File: src/rtl/cycle_sequencer_if.sv
// Bus between the front-panel run control and the instruction-cycle sequencer.
// `SINGLE_STEP_EN adds the i_step request line.
interface cycle_sequencer_if #(
  parameter int CNT_W = 16
);
  logic             i_start;
  logic             i_stop;
  logic             i_halt;
  logic             i_need_write;
`ifdef SINGLE_STEP_EN
  logic             i_step;
`endif
  logic             o_running;
  logic             o_st_fetch;
  logic             o_st_decode;
  logic             o_st_exec;
  logic             o_st_write;
  logic             o_cdiv;
  logic             o_ncdiv;
  logic             o_instr_done;
  logic [CNT_W-1:0] o_instr_count;

`ifdef SINGLE_STEP_EN
  modport master (
    output i_start, i_stop, i_halt, i_need_write, i_step,
    input  o_running, o_st_fetch, o_st_decode, o_st_exec, o_st_write,
           o_cdiv, o_ncdiv, o_instr_done, o_instr_count
  );
  modport slave (
    input  i_start, i_stop, i_halt, i_need_write, i_step,
    output o_running, o_st_fetch, o_st_decode, o_st_exec, o_st_write,
           o_cdiv, o_ncdiv, o_instr_done, o_instr_count
  );
`else
  modport master (
    output i_start, i_stop, i_halt, i_need_write,
    input  o_running, o_st_fetch, o_st_decode, o_st_exec, o_st_write,
           o_cdiv, o_ncdiv, o_instr_done, o_instr_count
  );
  modport slave (
    input  i_start, i_stop, i_halt, i_need_write,
    output o_running, o_st_fetch, o_st_decode, o_st_exec, o_st_write,
           o_cdiv, o_ncdiv, o_instr_done, o_instr_count
  );
`endif
endinterface

File: src/rtl/cycle_sequencer.sv
// Instruction-cycle sequencer: HALT/FETCH/DECODE/EXEC/WRITE with stretched memory states.
// Optional `SINGLE_STEP_EN: a rising edge on i_step in HALT runs exactly one instruction.
module cycle_sequencer #(
  parameter int WAIT_CYCLES = 1,
  parameter int CNT_W       = 16
) (
  input logic              clk,
  input logic              rst,
  cycle_sequencer_if.slave bus
);
  typedef enum logic [2:0] {
    S_HALT,
    S_FETCH,
    S_DECODE,
    S_EXEC,
    S_WRITE
  } state_t;

  localparam logic [3:0] LP_WAIT    = 4'(WAIT_CYCLES);
  localparam logic       LP_STRETCH = (WAIT_CYCLES > 0);

  state_t           r_state;
  state_t           w_next;
  logic [3:0]       r_wait;
  logic             r_startPrev;
  logic             r_stopPend;
  logic             r_haltSeen;
  logic             r_running;
  logic             r_fetch;
  logic             r_decode;
  logic             r_exec;
  logic             r_write;
  logic             r_cdiv;
  logic [CNT_W-1:0] r_count;

  logic w_startEdge;
  logic w_stepEdge;
  logic w_stepHold;
  logic w_launch;
  logic w_done;
  logic w_endHalt;

  assign w_startEdge = bus.i_start & ~r_startPrev;

`ifdef SINGLE_STEP_EN
  logic r_stepPrev;
  logic r_stepMode;

  assign w_stepEdge = bus.i_step & ~r_stepPrev;
  assign w_stepHold = r_stepMode;

  // A step-launched instruction forces HALT at its end; a start edge in the same cycle wins.
  always_ff @(posedge clk or posedge rst) begin
    if (rst) begin
      r_stepPrev <= 1'b1;
      r_stepMode <= 1'b0;
    end else begin
      r_stepPrev <= bus.i_step;
      if (r_state == S_HALT && w_launch) begin
        r_stepMode <= ~w_startEdge;
      end else if (w_done) begin
        r_stepMode <= 1'b0;
      end
    end
  end
`else
  assign w_stepEdge = 1'b0;
  assign w_stepHold = 1'b0;
`endif

  assign w_launch  = (w_startEdge | w_stepEdge) & ~bus.i_stop;
  assign w_done    = (r_state == S_EXEC  && !bus.i_need_write) ||
                     (r_state == S_WRITE && r_wait == 4'd0);
  assign w_endHalt = r_stopPend | r_haltSeen | bus.i_stop | w_stepHold;

  always_comb begin
    w_next = r_state;
    unique case (r_state)
      S_HALT:   if (w_launch) w_next = S_FETCH;
      S_FETCH:  if (r_wait == 4'd0) w_next = S_DECODE;
      S_DECODE: w_next = S_EXEC;
      S_EXEC: begin
        if (bus.i_need_write) w_next = S_WRITE;
        else                  w_next = w_endHalt ? S_HALT : S_FETCH;
      end
      S_WRITE:  if (r_wait == 4'd0) w_next = w_endHalt ? S_HALT : S_FETCH;
      default:  w_next = S_HALT;
    endcase
  end

  // Strobes and cdiv are registered from the next state so they line up with r_state.
  always_ff @(posedge clk or posedge rst) begin
    if (rst) begin
      r_state     <= S_HALT;
      r_wait      <= 4'd0;
      r_startPrev <= 1'b1;
      r_stopPend  <= 1'b0;
      r_haltSeen  <= 1'b0;
      r_running   <= 1'b0;
      r_fetch     <= 1'b0;
      r_decode    <= 1'b0;
      r_exec      <= 1'b0;
      r_write     <= 1'b0;
      r_cdiv      <= 1'b0;
      r_count     <= '0;
    end else begin
      r_state     <= w_next;
      r_startPrev <= bus.i_start;
      r_running   <= (w_next != S_HALT);
      r_fetch     <= (w_next == S_FETCH);
      r_decode    <= (w_next == S_DECODE);
      r_exec      <= (w_next == S_EXEC);
      r_write     <= (w_next == S_WRITE);
      r_cdiv      <= LP_STRETCH && (w_next == S_FETCH || w_next == S_WRITE);

      if (w_next != r_state && (w_next == S_FETCH || w_next == S_WRITE)) begin
        r_wait <= LP_WAIT;
      end else if (r_wait != 4'd0) begin
        r_wait <= r_wait - 4'd1;
      end

      if (w_done) begin
        r_count    <= r_count + CNT_W'(1);
        r_stopPend <= 1'b0;
        r_haltSeen <= 1'b0;
      end else begin
        if (bus.i_stop && r_state != S_HALT) r_stopPend <= 1'b1;
        if (r_state == S_DECODE)             r_haltSeen <= bus.i_halt;
      end
    end
  end

  assign bus.o_running     = r_running;
  assign bus.o_st_fetch    = r_fetch;
  assign bus.o_st_decode   = r_decode;
  assign bus.o_st_exec     = r_exec;
  assign bus.o_st_write    = r_write;
  assign bus.o_cdiv        = r_cdiv;
  assign bus.o_ncdiv       = ~r_cdiv;
  assign bus.o_instr_done  = w_done;
  assign bus.o_instr_count = r_count;
endmodule

File: src/flat_wrapper.sv
// flat-port wrapper written by rule: the top's interface ports become plain ports
module cycle_sequencer_flat 
#(
  parameter int WAIT_CYCLES = 1,
  parameter int CNT_W       = 16
)
  (clk, rst, bus_i_start, bus_i_stop, bus_i_halt, bus_i_need_write, bus_o_running, bus_o_st_fetch, bus_o_st_decode, bus_o_st_exec, bus_o_st_write, bus_o_cdiv, bus_o_ncdiv, bus_o_instr_done, bus_o_instr_count);
  cycle_sequencer_if #(.CNT_W(CNT_W)) bus_i ();
  input logic clk;
  input logic rst;
  input wire logic [$bits(bus_i.i_start)-1:0] bus_i_start;
  input wire logic [$bits(bus_i.i_stop)-1:0] bus_i_stop;
  input wire logic [$bits(bus_i.i_halt)-1:0] bus_i_halt;
  input wire logic [$bits(bus_i.i_need_write)-1:0] bus_i_need_write;
  output wire logic [$bits(bus_i.o_running)-1:0] bus_o_running;
  output wire logic [$bits(bus_i.o_st_fetch)-1:0] bus_o_st_fetch;
  output wire logic [$bits(bus_i.o_st_decode)-1:0] bus_o_st_decode;
  output wire logic [$bits(bus_i.o_st_exec)-1:0] bus_o_st_exec;
  output wire logic [$bits(bus_i.o_st_write)-1:0] bus_o_st_write;
  output wire logic [$bits(bus_i.o_cdiv)-1:0] bus_o_cdiv;
  output wire logic [$bits(bus_i.o_ncdiv)-1:0] bus_o_ncdiv;
  output wire logic [$bits(bus_i.o_instr_done)-1:0] bus_o_instr_done;
  output wire logic [$bits(bus_i.o_instr_count)-1:0] bus_o_instr_count;
  assign bus_i.i_start = bus_i_start;
  assign bus_i.i_stop = bus_i_stop;
  assign bus_i.i_halt = bus_i_halt;
  assign bus_i.i_need_write = bus_i_need_write;
  assign bus_o_running = bus_i.o_running;
  assign bus_o_st_fetch = bus_i.o_st_fetch;
  assign bus_o_st_decode = bus_i.o_st_decode;
  assign bus_o_st_exec = bus_i.o_st_exec;
  assign bus_o_st_write = bus_i.o_st_write;
  assign bus_o_cdiv = bus_i.o_cdiv;
  assign bus_o_ncdiv = bus_i.o_ncdiv;
  assign bus_o_instr_done = bus_i.o_instr_done;
  assign bus_o_instr_count = bus_i.o_instr_count;
  cycle_sequencer #(.WAIT_CYCLES(WAIT_CYCLES), .CNT_W(CNT_W)) u_core (.clk(clk), .rst(rst), .bus(bus_i));
endmodule
File: config.mk
export PLATFORM = sky130hd
export DESIGN_NAME = cycle_sequencer_flat
export DESIGN_NICKNAME = d
export VERILOG_FILES = /design/src/rtl/cycle_sequencer_if.sv /design/src/rtl/cycle_sequencer.sv /design/src/flat_wrapper.sv
export SDC_FILE = /design/constraint.sdc
export NUM_CORES = 1
export LEC_CHECK = 0
export BUFFER_PORTS_ARGS = -buffer_cell sky130_fd_sc_hd__buf_2
export CAP_MARGIN = 20
export CELL_PAD_IN_SITES_DETAIL_PLACEMENT = 0
export CELL_PAD_IN_SITES_GLOBAL_PLACEMENT = 1
export CORE_MARGIN = 4
export CORE_UTILIZATION = 45
export DETAILED_ROUTE_END_ITERATION = 16
export GPL_TIMING_DRIVEN = 0
export PLACE_DENSITY_LB_ADDON = 0.1
export SYNTH_ARGS = -nofsm -noshare
export SYNTH_HDL_FRONTEND = slang
export SYNTH_SLANG_ARGS = --single-unit
File: constraint.sdc
create_clock -name clk -period 3.3 [get_ports clk]
set_clock_uncertainty 0.2 [all_clocks]
set_input_delay 0.165 -clock clk [delete_from_list [all_inputs] [get_ports clk]]
set_output_delay 0.165 -clock clk [all_outputs]
set_load 0.02 [all_outputs]
==> results of run 1 <==
-- worst min path at each step --
stage | slack (ns) | end | from | cells after the start
CTS | 0.20 | u_core.bus.o_cdiv | rst | 3
global placement | 0.08 | u_core.r_startPrev | bus_i_start | 1
detailed placement | 0.03 | u_core.r_wait[1] | rst | 2
finish | 0.21 | u_core.bus.o_cdiv | rst | 3
floorplan | -0.03 | u_core.r_startPrev | bus_i_start | 0
global route | 0.24 | u_core.r_wait[1] | rst | 3
-- power by group --
| part | total, uW | internal (uW) | leakage [uW] | switching [uW] |
|---|---|---|---|---|
| registers | 549 | 483 | 0.000420 | 66.3 |
| clock network | 337 | 201 | 0.0000515 | 136 |
| logic | 530 | 219 | 0.000506 | 312 |
-- metrics by stage --
| stage | instance area (um2) | setup WS (ns) | util [%] |
|---|---|---|---|
| after floorplan | 1560 | 1.22 | - |
| after global placement | 1760 | 0.976 | 52.8 |
| after detailed placement | 1790 | 0.940 | 53.7 |
| after CTS | 1940 | 0.728 | 58.0 |
| after global routing | 1940 | 0.567 | 58.0 |
| final | 1940 | 0.754 | 58.0 |
-- kinds of logic after synthesis --
group	Yosys count	share of synthesized area, %
simple gates	64	23.8
xor+xnor	16	8.98
fa+ha+maj	2	1.60
buf+inv	11	3.61
mux	2	1.44
flops	32	51.4
compound gates	20	9.14
-- final cells by class --
type                       count  area, um2  area share (%)
clock inverter                 1       30.0            1.55
clock buffer                   7       65.1            3.36
multi-input combinational    104        702            36.3
tap                           46       57.6            2.97
timing repair buffer          35        223            11.5
inverter                       6       22.5            1.16
sequential                    32        802            41.4
buffer                         5       33.8            1.75
-- routing by layer --
layer | up-vias | wire, um | part of all wire, % | global-route usage (%)
met5 | - | 0 | 0 | 0
met4 | 0 | 23 | 0.71 | 6.84
met3 | 4 | 183 | 5.6 | 5.90
met2 | 39 | 1640 | 51 | 28.7
met1 | 622 | 1400 | 43 | 19.7
li1 | 606 | - | - | -
-- worst register-to-register path, cell delays in order (launching register included) --
cell and delay [ns]:
dfrtp_1 0.39, inv_1 0.09, ha_1 0.24, nor3b_4 0.42, a32oi_2 0.27, clkinv_1 0.23
nand2_1 0.14, a221oi_1 0.30
-- state kept, by name, summed over array words and instances, names as in the netlist --
register                  cells
u_core.bus.o_st_decode        1
u_core.bus.o_instr_count     16
u_core.bus.o_st_exec          1
u_core.bus.o_st_write         1
u_core.r_wait                 4
u_core.bus.o_cdiv             1
u_core.bus.o_st_fetch         1
u_core.r_stopPend             1
u_core.r_state                3
u_core.r_startPrev            1
u_core.bus.o_running          1
u_core.r_haltSeen             1
-- placed cells by master (no fill, tap or decap), types with 2 or more instances in the layout --
cell type      count
mux2_2             2
nor2_1            12
xnor2_1            5
nand3_1            4
nand4_1            6
nand2b_1           2
a221oi_1           2
dfrtp_1           31
o21ai_0            3
a32o_1             2
inv_1              5
or3_1              2
clkbuf_4           5
buf_2             29
nor4b_1            2
nand2_1           14
o21bai_1           2
clkbuf_1           2
clkbuf_8           2
a21oi_1            7
nor3_1             8
xor2_1            11
ha_1               2
buf_4              2
nor2b_1            3
dlygate4sd3_1      5
==> out/results.ini, run 1 <==
[timing]
drv_slew=0
max_slew_margin_pct=58.1
fin_tns_setup_ns=0
whs_ns=0.209
tightest_slew_ns=0.623
period_share_pct=77.2
hold_violations=0
rsz0062_at_grt=false
setup_viol=0
period_needed_ns=2.55
fmax_mhz=393

[clock_tree]
hold_buffers=5
cts_sinks=32
h-tree-depth=2
cts-root-buf=clkbuf_4
cts_max_path_buffers=2
insertion_delay_ns=0.33
post_cts_buffers=0
clk_pin_slew_ns=0.10
cts_tree=done
cts_resized=0
numCtsBuffers=5

[final_layout]
syn2layout_area_growth_pct=24.1
drive_above_1_share_pct=26.8
num-fill-cells=315
final_cells=236
final_nets=197
diodes=0

[critical_path]
path_class=flop to primary output
crit_fanout=9
r2r_slack_ns=0.94
crit_slowest_cell=a32oi_2
cp.depth=6
start_kind=flop
r2r-start=u_core.r_wait[0]
endpoint=bus_o_instr_done
cpLargestDelayFamily=buffers and inverters
rr_endpoint=u_core.bus.o_st_fetch
critical_path_required_ns=2.93
crit_chain=inv_1 > ha_1 > nor3b_4 > a32oi_2 > clkinv_1 > buf_2
end_kind=primary output
crit_start=u_core.r_wait[0]
reg2regPathDepth=7
max_stage_delay_ns=0.37
path_buf_inv=3
arrival_ns=2.18

[run]
drv_cap=0

[pwr]
power.density_nw_per_um2=732
vdd_drop_max_mv=0.317
p_leak_uw=0.000977
power_uw=1420

[yosys]
synth.distinct_cells=40
synthFlopType=dfrtp_1
yosysMostFrequentCell=dfrtp_1
yosysWarnings=0
async_flop_share_pct=100
syn_inst=147
ys_ff_latch=32
yosysSeqAreaShare_pct=51.4
syn_avg_cell_area_um2=10.6
yosysTopAreaCell=dfrtp_1
yosys-top-cells-area=dfrtp_1, xor2_1, nand2_1, nor2_1, xnor2_1
syn-num-nets=155
synth-edff-count=0
synth_top_area_share_pct=49.7
syn_area_um2=1560
synth_commonest_cells=dfrtp_1, nand2_1, nor2_1, xor2_1, nor3_1

[routing]
num_vias=1271
vias_per_cell=5.39
wl_per_cell_um=13.8
first_iter_violations=106
first_pass_iters=4
ant_nets=0
drc=0
routed_wl_um=3250

[placed_design]
globalplace.congestion=0.831
dp_hpwl_um=2290
dp.cells=223
port_buffers=29

[global_route]
grt.overflow.total=0
grt_usage_pct=17.1
grt_max_degree=22
grt_pass1_vias=1235
antenna_found_initial=0
grt_first_pass_wirelength_um=5710

[floorplanning]
num_io_pins=30
die_w_um=66.9
initial_core_util_pct=46.8
core-area_um2=3340
fp.dieH_um=66.9
die_area_um2=4470
rows=21

[status]
status=finished, final reports clean

[min_path]
hold_class=primary input to async pin

Power figures use the tool's default switching activity.
==> inputs of run 2 (changes only) <==
- CORE_UTILIZATION: 45 -> 38
- clock period: 3.3 -> 2.1 ns (I/O delays scaled with it)
==> run 2 against run 1 <==
Clock power rose by 41%. Final cell count rose by 3.4%. Combinational power rose by 76%. Flip-flop and latch count did not move. Non-clock buffer count rose by 4. Register-to-register slack got worse by 0.85 ns. Hold slack got worse by 0.042 ns. Die area rose by 16%. Routed wire length rose by 4.7%. First-iteration DRC count fell by 12%. Critical path depth did not move. Via count rose by 0.79%.
==> out/results.ini, run 2 (synthesized netlist as in run 1, its figures left out) <==
[status]
status=finished, final reports clean

[pwr]
p_leak_uw=0.000989  ; +1.2%
power.density_nw_per_um2=1130  ; +54%
vdd_drop_max_mv=0.389  ; +23%

[timing]
period_share_pct=97.1
max_slew_margin_pct=59.1  ; +0.94 points
period_needed_ns=2.04
setup_viol=0  ; unchanged
fin_tns_setup_ns=0  ; unchanged
rsz0062_at_grt=true
tightest_slew_ns=0.609  ; -0.0140 ns
whs_ns=0.168  ; -0.0417 ns
hold_violations=0  ; unchanged
drv_slew=0  ; unchanged
fmax_mhz=490

[floorplanning]
die_area_um2=5190  ; +16%
initial_core_util_pct=39.3  ; -7.5 points
fp.dieH_um=72.1  ; +7.8%
num_io_pins=30  ; unchanged
die_w_um=72.1  ; +7.8%
core-area_um2=3970  ; +19%
rows=23  ; +9.5%

[clock_tree]
cts_tree=done
cts-root-buf=clkbuf_8
cts_sinks=32  ; unchanged
insertion_delay_ns=0.27  ; -0.06 ns
clk_pin_slew_ns=0.06  ; -0.04 ns
h-tree-depth=2  ; unchanged
cts_max_path_buffers=2  ; unchanged
numCtsBuffers=5  ; unchanged

[global_route]
grt_first_pass_wirelength_um=5800  ; +1.7%
grt_usage_pct=14.2  ; -2.9 points
grt.overflow.total=0  ; unchanged
grt_max_degree=25  ; +14%
antenna_found_initial=0  ; unchanged
grt_pass1_vias=1238  ; +0.24%

[critical_path]
r2r-start=u_core.r_wait[0]
rr_endpoint=u_core.bus.o_instr_count[13]
r2r_slack_ns=0.09  ; -0.85 ns
reg2regPathDepth=7  ; unchanged
start_kind=flop
arrival_ns=1.73  ; -0.45 ns
crit_chain=inv_2 > ha_4 > nor3b_4 > a32oi_4 > clkinv_4 > buf_6
crit_fanout=8  ; -1
path_class=flop to primary output
crit_slowest_cell=a32oi_4
crit_start=u_core.r_wait[1]
max_stage_delay_ns=0.38  ; about the same
critical_path_required_ns=1.79  ; -1.14 ns
end_kind=primary output

[placed_design]
globalplace.congestion=0.831  ; about the same
port_buffers=29  ; unchanged
dp_hpwl_um=2380  ; +4.2%

[final_layout]
seq_area_um2=802  ; unchanged
largest_register_ffs=16  ; unchanged
mostFrequentLayoutCells=dfrtp_1, buf_2, nand2_1
layout_commonest_cell=dfrtp_1
final_nets=201  ; +2.0%
diodes=0  ; unchanged
syn2layout_area_growth_pct=28.9
num-fill-cells=367  ; +17%
multiInputGateArea_um2=738  ; +5.2%
drive_above_1_share_pct=30.4  ; +3.6 points

[routing]
ant_nets=0  ; unchanged
vias_per_cell=5.25  ; -2.5%
routed_wl_um=3410  ; +4.7%
wl_per_cell_um=14.0  ; +1.3%
drc=0  ; unchanged
first_iter_violations=93  ; -12%
num_vias=1281  ; +0.79%
first_pass_iters=4  ; unchanged

[run]
drv_cap=0  ; unchanged

[min_path]
hold_class=primary input to async pin

run 2: worst max-delay path by stage:
stage                                              end  slack [ns]  cells past startpoint
after floorplan                  u_core.bus.o_st_fetch        0.02                      7
after CTS                             bus_o_instr_done       -0.02                      6
final                                 bus_o_instr_done        0.06                      6
after global placement           u_core.bus.o_st_fetch       -0.25                      7
after global routing      u_core.bus.o_instr_count[13]       -0.03                      7
after detailed placement         u_core.bus.o_st_fetch       -0.25                      7
run 2: metal layers:
| layer | vias to the layer above | GRT usage [%] | share of wire [%] | wire (um) |
|---|---|---|---|---|
| li1 | 613 | - | - | - |
| met1 | 635 | 17.4 | 43 | 1460 |
| met2 | 27 | 24.0 | 52 | 1780 |
| met3 | 6 | 4.16 | 3.6 | 122 |
| met4 | 0 | 4.38 | 1.3 | 45 |
| met5 | - | 0 | 0 | 0 |
run 2: critical path: cells and delay by family, from the launching register on:
kind	cells	cell delay, ns
compound gates	1	0.38
fa+ha+maj	1	0.17
buf+inv	3	0.38
flops	1	0.37
simple gates	1	0.16
run 2: power breakdown:
| part | total (uW) | switching [uW] | internal, uW |
|---|---|---|---|
| Clock | 474 | 207 | 267 |
| Combinational | 931 | 532 | 399 |
| Sequential | 867 | 106 | 761 |
| Total | 2270 | 845 | 1430 |
run 2: timing repair:
action | 4_1_cts | 5_1_grt
setup endpoints to repair | 22 | 16
setup buffers | 1 | 2
pin swaps | 0 | 1
cloned | 0 | 1
hold endpoints to repair | 36 | 0
hold buffers | 5 | 0
gates resized for setup | 4 | 8
run 2: through the flow:
step	total power, uW	utilization [%]	instances	cell area (um2)	worst slack [ns]
global route	2460	50.6	244	2010	-0.0321
CTS	2250	49.3	241	1960	-0.0200
floorplan	1490	-	147	1560	0.0199
global placement	1680	44.5	226	1770	-0.248
finish	2270	50.6	244	2010	0.0611
detailed placement	1720	45.2	227	1800	-0.245
run 2: cell type report:
type	count	share of cell area (%)
tap	50	3.11
buffer	5	1.68
clock buffer	8	4.48
inverter	6	1.37
timing repair buffer	39	12.8
sequential	32	39.9
multi-input combinational	104	36.7
